`config.mk`:
```
export PLATFORM = sky130hd
export DESIGN_NAME = ysyx_23060061_axi_arbiter
export DESIGN_NICKNAME = d
export VERILOG_FILES = /design/src/rtl/ysyx_23060061_axi_arbiter.sv
export SDC_FILE = /design/constraint.sdc
export NUM_CORES = 1
export LEC_CHECK = 0
export BUFFER_PORTS_ARGS = -buffer_cell sky130_fd_sc_hd__clkbuf_2
export CAP_MARGIN = 10
export CORE_AREA = 2 2 176 178
export CTS_CLUSTER_SIZE = 16
export DETAILED_ROUTE_END_ITERATION = 16
export DIE_AREA = 0 0 178 180
export PLACE_DENSITY_LB_ADDON = 0.25
export SLEW_MARGIN = 20
export SYNTH_ARGS = -nofsm -noshare
export SYNTH_HDL_FRONTEND = slang
export SYNTH_SLANG_ARGS = --single-unit
```
`constraint.sdc`:
```
create_clock -name clk -period 1.9 [get_ports clk]
set_input_delay 0.095 -clock clk [delete_from_list [all_inputs] [get_ports clk]]
set_output_delay 0.095 -clock clk [all_outputs]
set_load 0.01 [all_outputs]
```
`src/rtl/ysyx_23060061_axi_arbiter.sv`:
```
// 2:1 AXI4 arbiter: IFU (read-only) and LSU (read/write) share one master port.
// One transaction in flight at a time; round-robin grant held until the response completes.
module ysyx_23060061_axi_arbiter #(
  parameter int                ADDR_W = 32,
  parameter int                DATA_W = 32,
  parameter int                ID_W   = 4,
  parameter logic [ID_W-1:0]   IFU_ID = ID_W'(0),
  parameter logic [ID_W-1:0]   LSU_ID = ID_W'(1)
) (
  input  logic                 clk,
  input  logic                 rst,

  // IFU read address / data
  input  logic                 ifu_arvalid,
  input  logic [ADDR_W-1:0]    ifu_araddr,
  input  logic [7:0]           ifu_arlen,
  input  logic [2:0]           ifu_arsize,
  input  logic [1:0]           ifu_arburst,
  output logic                 ifu_arready,
  output logic                 ifu_rvalid,
  output logic [DATA_W-1:0]    ifu_rdata,
  output logic [1:0]           ifu_rresp,
  output logic                 ifu_rlast,
  input  logic                 ifu_rready,

  // LSU read address / data
  input  logic                 lsu_arvalid,
  input  logic [ADDR_W-1:0]    lsu_araddr,
  input  logic [7:0]           lsu_arlen,
  input  logic [2:0]           lsu_arsize,
  input  logic [1:0]           lsu_arburst,
  output logic                 lsu_arready,
  output logic                 lsu_rvalid,
  output logic [DATA_W-1:0]    lsu_rdata,
  output logic [1:0]           lsu_rresp,
  output logic                 lsu_rlast,
  input  logic                 lsu_rready,

  // LSU write address / data / response
  input  logic                 lsu_awvalid,
  input  logic [ADDR_W-1:0]    lsu_awaddr,
  input  logic [7:0]           lsu_awlen,
  input  logic [2:0]           lsu_awsize,
  input  logic [1:0]           lsu_awburst,
  output logic                 lsu_awready,
  input  logic                 lsu_wvalid,
  input  logic [DATA_W-1:0]    lsu_wdata,
  input  logic [DATA_W/8-1:0]  lsu_wstrb,
  input  logic                 lsu_wlast,
  output logic                 lsu_wready,
  output logic                 lsu_bvalid,
  output logic [1:0]           lsu_bresp,
  input  logic                 lsu_bready,

  // Master port towards the crossbar
  output logic                 m_arvalid,
  output logic [ADDR_W-1:0]    m_araddr,
  output logic [ID_W-1:0]      m_arid,
  output logic [7:0]           m_arlen,
  output logic [2:0]           m_arsize,
  output logic [1:0]           m_arburst,
  input  logic                 m_arready,
  input  logic                 m_rvalid,
  input  logic [DATA_W-1:0]    m_rdata,
  input  logic [1:0]           m_rresp,
  input  logic                 m_rlast,
  input  logic [ID_W-1:0]      m_rid,
  output logic                 m_rready,
  output logic                 m_awvalid,
  output logic [ADDR_W-1:0]    m_awaddr,
  output logic [ID_W-1:0]      m_awid,
  output logic [7:0]           m_awlen,
  output logic [2:0]           m_awsize,
  output logic [1:0]           m_awburst,
  input  logic                 m_awready,
  output logic                 m_wvalid,
  output logic [DATA_W-1:0]    m_wdata,
  output logic [DATA_W/8-1:0]  m_wstrb,
  output logic                 m_wlast,
  input  logic                 m_wready,
  input  logic                 m_bvalid,
  input  logic [1:0]           m_bresp,
  input  logic [ID_W-1:0]      m_bid,
  output logic                 m_bready,

  // Current FSM state, for observation only
  output logic [1:0]           dbg_state
);

  localparam logic [1:0] IDLE   = 2'd0;
  localparam logic [1:0] RD_IFU = 2'd1;
  localparam logic [1:0] RD_LSU = 2'd2;
  localparam logic [1:0] WR_LSU = 2'd3;

  logic [1:0] state;
  logic [1:0] state_nxt;
  logic       last_grant_lsu;
  logic       ar_done;
  logic       aw_done;
  logic       w_done;

  logic       ifu_req;
  logic       lsu_req;
  logic       grant_ifu;
  logic       grant_lsu;

  logic       ar_hs;
  logic       r_last_hs;
  logic       aw_hs;
  logic       w_last_hs;
  logic       b_hs;

  // Response IDs carry no information here: one transaction is ever outstanding.
  logic       unused_ids;
  assign unused_ids = ^{m_rid, m_bid};

  // Every channel transfers on a cycle where valid & ready are both high at the
  // rising edge; a valid, once raised, is expected to hold until that transfer.
  assign ar_hs     = m_arvalid & m_arready;
  assign r_last_hs = m_rvalid & m_rready & m_rlast;
  assign aw_hs     = m_awvalid & m_awready;
  assign w_last_hs = m_wvalid & m_wready & m_wlast;
  assign b_hs      = m_bvalid & m_bready;

  assign ifu_req   = ifu_arvalid;
  assign lsu_req   = lsu_awvalid | lsu_arvalid;
  assign dbg_state = state;

  always_comb begin
    state_nxt = state;
    grant_ifu = 1'b0;
    grant_lsu = 1'b0;
    case (state)
      IDLE: begin
        // On a tie the side that was not granted last time wins.
        grant_ifu = ifu_req & (~lsu_req | last_grant_lsu);
        grant_lsu = lsu_req & ~grant_ifu;
        if (grant_ifu) begin
          state_nxt = RD_IFU;
        end else if (grant_lsu) begin
          state_nxt = lsu_awvalid ? WR_LSU : RD_LSU;
        end
      end
      RD_IFU, RD_LSU: begin
        if (r_last_hs) state_nxt = IDLE;
      end
      WR_LSU: begin
        if (b_hs) state_nxt = IDLE;
      end
      default: state_nxt = IDLE;
    endcase
  end

  always_ff @(posedge clk or negedge rst) begin
    if (!rst) begin
      state          <= IDLE;
      last_grant_lsu <= 1'b1;
      ar_done        <= 1'b0;
      aw_done        <= 1'b0;
      w_done         <= 1'b0;
    end else begin
      state <= state_nxt;
      if (grant_ifu) begin
        last_grant_lsu <= 1'b0;
      end else if (grant_lsu) begin
        last_grant_lsu <= 1'b1;
      end
      // IDLE always separates two grants, so it is the natural place to clear.
      if (state == IDLE) begin
        ar_done <= 1'b0;
        aw_done <= 1'b0;
        w_done  <= 1'b0;
      end else begin
        if (ar_hs)     ar_done <= 1'b1;
        if (aw_hs)     aw_done <= 1'b1;
        if (w_last_hs) w_done  <= 1'b1;
      end
    end
  end

  always_comb begin
    ifu_arready = 1'b0;
    ifu_rvalid  = 1'b0;
    ifu_rdata   = '0;
    ifu_rresp   = '0;
    ifu_rlast   = 1'b0;
    lsu_arready = 1'b0;
    lsu_rvalid  = 1'b0;
    lsu_rdata   = '0;
    lsu_rresp   = '0;
    lsu_rlast   = 1'b0;
    lsu_awready = 1'b0;
    lsu_wready  = 1'b0;
    lsu_bvalid  = 1'b0;
    lsu_bresp   = '0;
    m_arvalid   = 1'b0;
    m_araddr    = '0;
    m_arid      = '0;
    m_arlen     = '0;
    m_arsize    = '0;
    m_arburst   = '0;
    m_rready    = 1'b0;
    m_awvalid   = 1'b0;
    m_awaddr    = '0;
    m_awid      = '0;
    m_awlen     = '0;
    m_awsize    = '0;
    m_awburst   = '0;
    m_wvalid    = 1'b0;
    m_wdata     = '0;
    m_wstrb     = '0;
    m_wlast     = 1'b0;
    m_bready    = 1'b0;
    case (state)
      RD_IFU: begin
        m_arvalid   = ifu_arvalid & ~ar_done;
        m_araddr    = ifu_araddr;
        m_arid      = IFU_ID;
        m_arlen     = ifu_arlen;
        m_arsize    = ifu_arsize;
        m_arburst   = ifu_arburst;
        ifu_arready = m_arready & ~ar_done;
        ifu_rvalid  = m_rvalid;
        ifu_rdata   = m_rdata;
        ifu_rresp   = m_rresp;
        ifu_rlast   = m_rlast;
        m_rready    = ifu_rready;
      end
      RD_LSU: begin
        m_arvalid   = lsu_arvalid & ~ar_done;
        m_araddr    = lsu_araddr;
        m_arid      = LSU_ID;
        m_arlen     = lsu_arlen;
        m_arsize    = lsu_arsize;
        m_arburst   = lsu_arburst;
        lsu_arready = m_arready & ~ar_done;
        lsu_rvalid  = m_rvalid;
        lsu_rdata   = m_rdata;
        lsu_rresp   = m_rresp;
        lsu_rlast   = m_rlast;
        m_rready    = lsu_rready;
      end
      WR_LSU: begin
        m_awvalid   = lsu_awvalid & ~aw_done;
        m_awaddr    = lsu_awaddr;
        m_awid      = LSU_ID;
        m_awlen     = lsu_awlen;
        m_awsize    = lsu_awsize;
        m_awburst   = lsu_awburst;
        lsu_awready = m_awready & ~aw_done;
        m_wvalid    = lsu_wvalid & ~w_done;
        m_wdata     = lsu_wdata;
        m_wstrb     = lsu_wstrb;
        m_wlast     = lsu_wlast;
        lsu_wready  = m_wready & ~w_done;
        lsu_bvalid  = m_bvalid;
        lsu_bresp   = m_bresp;
        m_bready    = lsu_bready;
      end
      default: ;
    endcase
  end

endmodule

```
Word level (Yosys, flattened, before mapping)
Cells that the tools add are included.
{"block": "word_totals", "wordCells": 89, "output_inout_bits": 221, "ff_bits": 6}
{"block": "classes", "bitwise": 23, "mux": 48, "n_eq_ne": 6, "n_reduce_logical": 7}
{"operator": "$mux 32", "n": 4}
{"operator": "$pmux 32 s2", "n": 1}
{"operator": "$mux 1", "n": 26}
{"operator": "$and 1x1->1", "n": 16}
{"operator": "$mux 2", "n": 8}
{"operator": "$pmux 8 s2", "n": 1}
{"operator": "$mux 8", "n": 1}
{"operator": "$reduce_bool 2->1", "n": 4}
{"operator": "$pmux 2 s3", "n": 1}
{"operator": "$pmux 3 s2", "n": 1}
{"operator": "$not 1->1", "n": 5}
{"operator": "$eq 2x2->1 const B", "n": 2}
{"operator": "$mux 4", "n": 1}
{"operator": "$ne 2x2->1 const B", "n": 2}
{"operator": "$pmux 1 s2", "n": 2}
{"operator": "$pmux 2 s2", "n": 1}
{"operator": "$mux 3", "n": 1}
{"operator": "$ne 3x3->1 const B", "n": 1}
{"operator": "$reduce_and 3->1", "n": 1}
{"operator": "$eq 2x1->1 const B", "n": 1}
{"operator": "$logic_not 2->1", "n": 1}
{"operator": "$or 1x1->1", "n": 2}
{"operator": "$reduce_or 2->1", "n": 1}

Longest topological paths before layout
Gate-level depths: netlist of run 1.
{"block": "logic_depth", "word_depth": 9, "depth_mapped": 7, "mapped_depth_nobuf": 6}

Worst setup path after synthesis of run 1
OpenSTA, ideal clock, no wires.
{"block": "synth_timing", "path_type": "register to register", "from": "register state[0] (netlist: dbg_state[0])", "to": "register state[0] (netlist: dbg_state[0])", "path_buffers": 0, "slack_ns": 0.260, "arrival_time_ns": 1.519, "stages_incl_launch_ff": 7, "setup_ns": 0.122, "synth_period_minus_slack_ns": 1.640, "required_time_ns": 1.778, "cell_sequence": "dfrtp_1 inv_1 ha_1 a22oi_1 a221oi_2 nand2_1 a32o_1"}
{"block": "synth_between", "elab_chain_cells": 6, "elab_cells_between_ends": 15, "cone_classes": "eq/ne (6); mux (3); bitwise (3); reduce/logical (3)"}
{"element": "start, declared", "line_no": "95", "text": "logic [1:0] state;"}
{"element": "start signal, assigned", "line_no": "162", "text": "state <= state_nxt;"}
{"element": "$eq 2x2->1 / $eq 2x1->1 (equally long branches)", "line_no": "133, 214"}
{"element": "$pmux 1 s2", "line_no": "214", "text": "case (state)"}
{"element": "$and 1x1->1 (2 in a row)", "line_no": "120", "text": "assign r_last_hs = m_rvalid & m_rready & m_rlast;"}
{"element": "$ne 2x2->1 (no source line)"}
{"element": "$reduce_and 3->1 (no source line)"}
Parallel ways exist; a longest one is shown, timed or not.
A chain may end at the register's enable or synchronous reset.

Worst setup path in the final report of run 1
{"block": "layout_timing", "from": "register state[0] (netlist: dbg_state[0])", "to": "output port m_arvalid"}
{"block": "layout_between", "elab_chain_cells": 2, "elab_cells_between_ends": 3, "cone_classes": "eq/ne (2); mux (1)"}
{"element": "$eq 2x2->1 / $eq 2x1->1 (equally long branches)", "line_no": "214"}
{"element": "$pmux 1 s2 *", "line_no": "214"}
{"element": "end, declared", "line_no": "56", "text": "output logic m_arvalid,"}
Every way passes the cells marked *; elsewhere a longest branch is shown, timed or not.

==> results of run 1 <==
-- worst max path at each step --
stage	cells past startpoint	to	slack (ps)	from
after global routing	5	m_arvalid	-20	dbg_state[0]
after global placement	6	dbg_state[0]	190	dbg_state[0]
after CTS	6	m_araddr[13]	-20	dbg_state[1]
after detailed placement	6	dbg_state[0]	110	dbg_state[0]
final	5	m_arvalid	80	dbg_state[0]
after floorplan	6	dbg_state[0]	260	dbg_state[0]
-- metrics by stage --
step | hold WS, ps | power, uW | TNS (ps) | std cells | util
after floorplan | -201 | 2940 | 0 | 337 | -
after global placement | -60.1 | 5050 | 0 | 1140 | 0.161
after detailed placement | -59.1 | 5040 | 0 | 1140 | 0.161
after CTS | 164 | 5520 | -126 | 1146 | 0.166
after global routing | 182 | 6160 | -19.1 | 1148 | 0.168
final | 154 | 5630 | 0 | 1150 | 0.168
-- where the power goes --
group / leakage, uW / total [uW] / switching (uW) / internal [uW]
clock: 0.0000382 / 351 / 72.8 / 279
combinational: 0.00277 / 5030 / 2710 / 2320
sequential: 0.0000739 / 247 / 61.5 / 185
total: 0.00288 / 5630 / 2840 / 2780
-- layout make-up --
cell class	instances	share of cell area
inverter	2	0.00148
clock buffer	4	0.0155
tap	396	0.0975
multi-input combinational	290	0.381
antenna	2	0.000985
timing repair buffer	450	0.473
sequential	6	0.0303
-- cells by family (layout without fill, tap and decap cells) --
group | Yosys count | in the layout | synth area share
and+or+nand+nor | 222 | 222 | 0.621
AOI/OAI and AO/OA | 56 | 56 | 0.189
buffers and inverters | 41 | 456 | 0.0879
DFF | 6 | 6 | 0.0677
adders and majority gates | 5 | 5 | 0.0280
other | 1 | 8 | 0.00168
muxes | 1 | 1 | 0.00448
-- repair_timing --
action,4_1_cts,5_1_grt
hold endpoints to repair,6,0
hold buffers,1,0
setup endpoints to repair,17,77
gates resized for setup,1,10
buffers inserted,0,0
gates cloned,1,2
-- registers in the layout (all words and copies together), names as in the netlist --
| register | flops |
|---|---|
| ar_done | 1 |
| aw_done | 1 |
| last_grant_lsu | 1 |
| w_done | 1 |
| dbg_state | 2 |
-- per-layer routing --
layer | share of wire | global-route usage
met1 | 0.38 | 0.0989
met2 | 0.49 | 0.175
met3 | 0.12 | 0.0294
met4 | 0.0017 | 0.00689
met5 | 0 | 0
-- cell usage in the layout, fill, tap and decap left out, drive strengths merged --
cell type      n
a21boi         1
a21o           1
a21oi          2
a221oi         1
a22o           1
a22oi         47
a31oi          1
a32o           1
and2         158
and3b          6
buf           10
clkbuf       443
conb           6
dfrtp          5
dfstp          1
diode          2
dlygate4sd3    1
ha             5
inv            2
mux2i          1
nand2          4
nand2b         1
nand3b         1
nor2           5
nor2b         46
nor3b          1
o21ai          1
-- critical path, cell delays in order, from the launching register on --
cell and delay (ps):
dfrtp_2 420, inv_1 120, ha_2 400, buf_4 180, nor3b_2 200, clkbuf_2 170
==> key figures, run 1 <==
Outcome
  – Outcome: completed

Placed design
  – Gp weighted congestion: slightly below 0.8
  – Dpl cell area: 4870 sq um
  – Buffers added on ports: approximately 440
  – HPWL after DPL: approximately 14 mm
  – Pre-CTS setup slack: ~110 ps

Finish
  – Fill cells: about 3500
  – Area of the multi-input gates: between 1500 and 2000 sq um
  – Register area: approximately 150 sq um
  – Share of layout cells above drive strength 1: 0.614
  – Final net count: approximately 990
  – Post-route cell area: about 5100 sq um
  – Area grow syn2layout: 127%

Yosys
  – Post-Synthesis Cell Area: between 2000 and 2500 sq um
  – Cell count after synthesis: between 300 and 400
  – Synth top cells by count: and2_1 (158), a22oi_1 (47), nor2b_1 (46)
  – Asr flop ratio synth: 1.00
  – Post-synth top area share: 0.442
  – Library cells used by synthesis: 27
  – Register bit total from synthesis: 6
  – Mean area per synthesized cell: about 6.7 sq um
  – Largest cells by area after synthesis: and2_1 (44%), a22oi_1 (16%), nor2b_1 (13%)
  – Synth warnings: 0
  – Top FF cell, synth: dfrtp_1
  – Count leader, synth: and2_1
  – Largest area contributor in the netlist: and2_1
  – Sequential element share of the synthesized area: 0.0677
  – EDFF count, synth: 0

Worst setup path
  – Reg-to-Reg End: dbg_state[0]
  – Crit path kind: reg2out
  – R2R cell count: 6
  – Crit start category: flip-flop
  – Flop-to-flop setup slack: between 100 and 150 ps
  – Crit Path Max Fanout: 12
  – Crit end category: output port
  – Crit path DAT: roughly 1700 ps
  – CP Data Required Time: 1800 ps
  – RR Startpoint: dbg_state[0]

Drt
  – Drt via density: about 3.4
  – Drt wl/cell: 14.6 microns
  – Initial drt markers: about 120
  – Routed Antenna Nets: 0
  – First-pass DRT Iterations: 4
  – Final wirelength: around 17 mm
  – DRC errors left: 0
  – Via count: 3862

Power
  – Pwr Density: roughly 1100 nW/um^2
  – Leak: 0.00288 uW
  – Peak VDD IR: between 0.4 and 0.5 mV

CTS
  – Skew-Pair Late Insertion Delay: about 230 ps
  – Total number of H-tree levels: 1
  – TritonCTS clock tree: yes
  – CTS Sinks: 6
  – Max clock buf depth: 2
  – Num CTS Buffers: 3
  – Worst-path clk slew: roughly 40 ps
  – CTS Root Buffer Type: clkbuf_16

STA
  – Final Setup Violations: 0
  – Setup ws final: a little over 80 ps
  – RSZ-0062 raised after global routing: yes
  – Max-slew violation count: 0
  – Final min period: 1820 ps
  – Peak Freq: between 500 and 600 MHz
  – Tcrit/Tclk final: 0.958
  – Hold Violations, Final: 0
  – Max Clock Skew: a little under 3 ps

Global route
  – First-pass GRT wire length: ~22 mm
  – GRT Overall Usage: 0.0910
  – Antenna violations before repair: 2
  – Pin count of the biggest net entering global routing: between 40 and 50
  – Number of global-route vias before repair: around 3600
  – Grt ovf: 0

Floorplanning
  – Die Footprint: between 30000 and 40000 sq um
  – Starting density of the core: 0.0741
  – Core footprint: 30200 sq um
  – Die height: ~180 microns
  – Row Count: between 60 and 70
  – Die Wd: approximately 180 microns
  – I/O pins: around 450

Min path
  – Hold path endpoint: w_done
  – Hold Path Class: in2reg
  – Hold path depth: 3
  – Hold Startpoint: lsu_wvalid

Flow run
  – Max_cap viols: 0
No activity file was read; power rests on OpenSTA's default activity.
==> run 2: changes to the inputs <==
Settings changed: CORE_AREA 2 2 176 178 to 3 3 177 179, DIE_AREA 0 0 178 180 to 0 0 180 182.
==> key figures, run 2 (synthesis gave the netlist of run 1 again) <==
Outcome
  – Outcome: completed

Worst setup path
  – Crit path DAT: 1650 ps
  – Crit Path Max Fanout: 46
  – Crit start category: flip-flop
  – CP Data Required Time: about 1800 ps
  – Crit path kind: reg2out
  – Crit end category: output port

Finish
  – Most common cell after layout, fill and taps aside: clkbuf_2
  – Area of the multi-input gates: just under 2000 sq um
  – Fill cells: 3406
  – Area grow syn2layout: 128%
  – Final Util: 0.171
  – Share of layout cells above drive strength 1: 0.614
  – ANT cells: 0
  – Final net count: between 900 and 1000
  – Register area: approximately 150 sq um
  – Flip-flop count of the largest register after layout: 2
  – Most frequent cells in the layout: clkbuf_2 (437), and2_1 (158), a22oi_1 (47)
  – Cell Count, Final, Fillers Out: roughly 1100

Global route
  – First-pass GRT wire length: 20.9 mm
  – GRT Overall Usage: 0.0789
  – Grt ovf: 0
  – Antenna violations before repair: 0
  – Number of global-route vias before repair: about 3700
  – Pin count of the biggest net entering global routing: 75

STA
  – Max Clock Skew: around 1.1 ps
  – Setup ws final: 157 ps
  – Tcrit/Tclk final: 0.917
  – Hold Violations, Final: 0
  – RSZ-0062 raised after global routing: no
  – Final Setup Violations: 0
  – Peak Freq: between 500 and 600 MHz
  – Max-slew violation count: 0
  – Final min period: around 1700 ps
  – Sum of negative setup slack: 0 ps

CTS
  – CTS Sinks: 6
  – Total number of H-tree levels: 1
  – Max clock buf depth: 2
  – Num CTS Buffers: 3
  – CTS Root Buffer Type: clkbuf_16
  – Post-CTS Setup Bufs: 0
  – TritonCTS clock tree: yes
  – Skew-Pair Late Insertion Delay: ~230 ps
  – Worst-path clk slew: approximately 40 ps

Power
  – Reg power frac: 0.041
  – NetSw: roughly 2800 uW
  – Pint: about 2900 uW
  – Peak VDD IR: ~0.3 mV
  – Leak: a little under 0.003 uW
  – Pwr Density: approximately 1100 nW/um^2
  – Switch share: 0.496
  – Comb pwr share: 0.896
  – Clk pwr share: 0.063
  – Total power: 5720 uW

Floorplanning
  – Core footprint: 29700 sq um
  – Die Footprint: between 30000 and 40000 sq um
  – I/O pins: around 450
  – Die Wd: 180 microns
  – Die height: roughly 180 microns
  – Row Count: 63
  – Starting density of the core: 0.0752

Drt
  – DRC errors left: 0
  – Drt wl/cell: 13.3 microns
  – First-pass DRT Iterations: 4
  – Final wirelength: between 15 and 20 mm
  – Initial drt markers: 113
  – Routed Antenna Nets: 0
  – Via count: about 3800
  – Drt via density: between 3 and 4

Min path
  – Hold Path Class: in2reg

Placed design
  – Gp weighted congestion: around 0.79
  – Buffers added on ports: 437
  – Dpl cells: 1136
  – Pre-CTS setup slack: 122 ps
  – HPWL after DPL: between 10 and 15 mm

Flow run
  – Max_cap viols: 0
[run 2: cell count changes in the layout (fill, tap and decap cells not counted)]
| cell | change |
|---|---|
| a21boi_1 | -1 |
| ha_2 | -1 |
| buf_4 | +1 |
| buf_16 | -1 |
| ha_4 | +1 |
| a21boi_0 | +1 |
| buf_6 | +1 |
| dfrtp_1 | +1 |
| clkbuf_16 | +1 |
| diode_2 | -2 |
| dfrtp_2 | -1 |
[run 2: power by group through the flow]
stage | Clock, uW | Sequential (uW) | Combinational, uW
finish | 359 | 233 | 5120
global placement | 0 | 222 | 4910
detailed placement | 0 | 224 | 4860
floorplan | 0 | 227 | 2710
global route | 375 | 244 | 5650
CTS | 367 | 224 | 4870
[run 2: timing repair]
item / 4_1_cts / 5_1_grt
hold endpoints to repair: 6 / 0
gates resized for setup: 0 / 7
endpoints found under the setup margin: 0 / 43
hold buffers: 1 / 0
[run 2: final cells by class]
| cell class | instances | share of cell area |
|---|---|---|
| well taps | 390 | 0.0958 |
| inverters | 2 | 0.00147 |
| multi-input cells | 290 | 0.382 |
| clock buffers | 4 | 0.0155 |
| repair buffers | 452 | 0.475 |
| flip-flops and latches | 6 | 0.0300 |
[run 2: through the flow]
step	instance area (sq um)	hold slack (ps)
after floorplan	2250	-201
after global placement	4890	-56.0
after detailed placement	4890	-49.3
after CTS	4980	130
after global routing	5090	156
final	5090	133
[run 2: path summary, 6_finish.rpt]
| kind | endpoint | slack [ps] | from | depth (start not counted) |
|---|---|---|---|---|
| worst max-delay path | m_wdata[25] | 160 | dbg_state[0] | 6 |
| worst max register to register | dbg_state[0] | 170 | dbg_state[0] | 6 |
| worst min-delay path | w_done | 130 | lsu_wvalid | 3 |
| max in group asynchronous | last_grant_lsu | 1410 | rst | 2 |
| min in group asynchronous | w_done | 250 | rst | 2 |
| worst min register to register | aw_done | 520 | aw_done | 2 |
[run 2: worst max-delay path: stages (launching register included)]
cell and delay [ps]:
dfrtp_1 330, buf_4 140, ha_2 220, buf_12 180, buf_4 220, and2_1 150, clkbuf_2 140
[run 2: layer usage]
layer  wire, microns  GRT usage
met1            6030     0.0925
met2            8000      0.150
met3            1140     0.0196
met4              40    0.00650
met5               0          0
==> run 3: changes to the inputs <==
Settings changed: ABC_AREA set to 1, BUFFER_PORTS_ARGS -buffer_cell sky130_fd_sc_hd__clkbuf_2 to unset, CORE_AREA 3 3 177 179 to 3 3 176 178, CTS_CLUSTER_DIAMETER set to 80, DIE_AREA 0 0 180 182 to 0 0 179 181, DONT_BUFFER_PORTS set to 1.
==> key figures, run 3 <==
Worst setup path
  – CP Data Required Time: 1800 ps
  – Crit path kind: reg2out
  – Slowest cell on crit path: dfrtp_1
  – CP Buf/Inv Count: 3
  – Slowest stage delay, CP: between 400 and 500 ps
  – WP depth: 6
  – Crit Path Max Fanout: 24
  – R2R cell count: 10
  – Cell family with most CP delay: buffers and inverters
  – Crit start category: flip-flop
  – Crit path DAT: between 1500 and 2000 ps
  – Crit-path cells: inv_1 > ha_4 > buf_12 > nand2_1 > a21oi_1 > buf_4
  – Flop-to-flop setup slack: roughly 250 ps
  – Crit end category: output port

Yosys
  – Sequential element share of the synthesized area: 0.0603
  – Mean area per synthesized cell: around 4.5 sq um
  – Synth top cells by count: nand2_1 (264), inv_1 (169), a21oi_1 (51)
  – Largest cells by area after synthesis: nand2_1 (39%), inv_1 (25%), a21oi_1 (10%)
  – Largest area contributor in the netlist: nand2_1
  – Post-synth top area share: 0.395
  – Synth warnings: 0
  – Top FF cell, synth: dfrtp_1
  – Register bit total from synthesis: 6
  – Asr flop ratio synth: 1.00
  – Post-Synthesis Cell Area: about 2500 sq um
  – Cell count after synthesis: 557
  – EDFF count, synth: 0
  – Library cells used by synthesis: 25
  – Count leader, synth: nand2_1

Placed design
  – HPWL after DPL: 13.1 mm
  – Buffers added on ports: 0
  – Pre-CTS setup slack: between 200 and 300 ps
  – Gp weighted congestion: ~0.84
  – Dpl cells: about 940

Global route
  – Number of global-route vias before repair: approximately 2900
  – GRT Overall Usage: 0.0784
  – Pin count of the biggest net entering global routing: 86
  – Antenna violations before repair: 6
  – First-pass GRT wire length: approximately 19 mm
  – Grt ovf: 0

Power
  – Total power: just over 4000 uW
  – Reg power frac: 0.052
  – Clk pwr share: 0.086
  – Switch share: 0.618
  – Leak: 0.00232 uW
  – NetSw: around 2500 uW
  – Peak VDD IR: 0.909 mV
  – Comb pwr share: 0.862
  – Pint: roughly 1600 uW
  – Pwr Density: between 1000 and 1500 nW/um^2

CTS
  – Worst-path clk slew: 30 ps
  – CTS Sinks: 6
  – TritonCTS clock tree: yes
  – CTS Root Buffer Type: clkbuf_16
  – Skew-Pair Late Insertion Delay: 230 ps
  – Num CTS Buffers: 3
  – Max clock buf depth: 2
  – Total number of H-tree levels: 1

Drt
  – Via count: around 3300
  – Drt via density: approximately 3.4
  – First-pass DRT Iterations: 4
  – Initial drt markers: between 100 and 150
  – Routed Antenna Nets: 0
  – DRC errors left: 0
  – Final wirelength: ~15 mm
  – Drt wl/cell: between 15 and 20 microns

Finish
  – Cell Count, Final, Fillers Out: between 900 and 1000
  – Final Util: 0.111
  – Most common cell after layout, fill and taps aside: nand2_1
  – Share of layout cells above drive strength 1: 0.0948
  – Final net count: a little under 800
  – Most frequent cells in the layout: nand2_1 (264), inv_1 (168), a21oi_1 (51)
  – Flip-flop count of the largest register after layout: 2
  – Area grow syn2layout: 30.2%

Floorplanning
  – I/O pins: 452
  – Core footprint: approximately 30000 sq um
  – Starting density of the core: 0.0849
  – Die Wd: 179 microns
  – Die Footprint: about 32000 sq um
  – Row Count: 63
  – Die height: around 180 microns

STA
  – Sum of negative setup slack: 0 ps
  – Final Setup Violations: 0
  – Max-slew violation count: 0
  – RSZ-0062 raised after global routing: yes
  – Max Clock Skew: 0.382 ps
  – Tcrit/Tclk final: 0.973
  – Final min period: between 1500 and 2000 ps
  – Setup ws final: just over 50 ps
  – Peak Freq: 541 MHz
  – Hold Violations, Final: 0

Flow run
  – Max_cap viols: 0

Min path
  – Hold path depth: 2
  – Hold Path Class: in2reg

Outcome
  – Outcome: completed
-- run 3: cell types whose count changed in the layout (fill, tap and decap cells not counted), sizes merged, moves of 6 or more --
cell,delta
clkbuf,-438
nand2,+263
inv,+170
and2,-158
a21oi,+52
a22oi,-47
nor2b,-46
buf,+17
and3b,-6
-- run 3: repair_timing --
item | 4_1_cts | 5_1_grt
resized for setup | 0 | 8
buffers inserted | 0 | 3
hold buffers | 1 | 0
endpoints found under the hold margin | 6 | 0
endpoints found under the setup margin | 0 | 47
-- run 3: path summary, 6_finish.rpt --
| path | startpoint | to |
|---|---|---|
| hold reg to reg | aw_done | aw_done |
| max in group asynchronous | rst | last_grant_lsu |
| setup reg to reg | dbg_state[1] | dbg_state[1] |
| hold / removal | m_arready | ar_done |
| min in group asynchronous | rst | w_done |
| setup / recovery | dbg_state[0] | m_araddr[16] |
-- run 3: logic make-up after synthesis --
logic type               Yosys count  share of synthesized area
other                              1                    0.00149
buffers and inverters            210                      0.361
AO/OA/AOI/OAI                     57                      0.123
adder cells (fa/ha/maj)            5                     0.0249
flip-flops                         6                     0.0603
AND/OR/NAND/NOR                  278                      0.430
-- run 3: through the flow --
step	hold WS [ps]	instance area [sq um]
finish	19.0	3270
global route	29.0	3270
CTS	15.5	3130
detailed placement	-200	3040
global placement	-200	3040
floorplan	-201	2530
-- run 3: layout make-up --
class,count,area [sq um]
Antenna cell,4,10.0
Multi-Input combinational cell,346,1520
Tap cell,390,488
Timing Repair Buffer,31,365
Sequential cell,6,151
Inverter,172,651
Fill cell,3482,26300
Clock buffer,4,78.8
-- run 3: metal layers --
metal	global-route usage	vias to the layer above	wire length, microns
li1	-	1533	-
met1	0.0721	1427	4730
met2	0.164	280	8390
met3	0.0210	14	1580
met4	0.0184	4	350
met5	0	-	33
-- run 3: worst register-to-register path, stage by stage, from the launching register on --
cell	delay (ps)
dfrtp_1	430
inv_1	170
ha_4	200
buf_4	160
nand2_1	80
nand2_1	70
nand2_1	70
a21oi_2	180
nand2_1	90
nand2_1	70
nand2_1	40
-- run 3: power by group through the flow --
stage | Combinational, uW | Clock (uW) | Sequential (uW)
4_1_cts | 3290 | 358 | 207
3_5_place_dp | 3280 | 0 | 208
2_1_floorplan | 2450 | 0 | 217
6_report | 3530 | 350 | 214
5_1_grt | 3940 | 368 | 223
3_3_place_gp | 3290 | 0 | 209
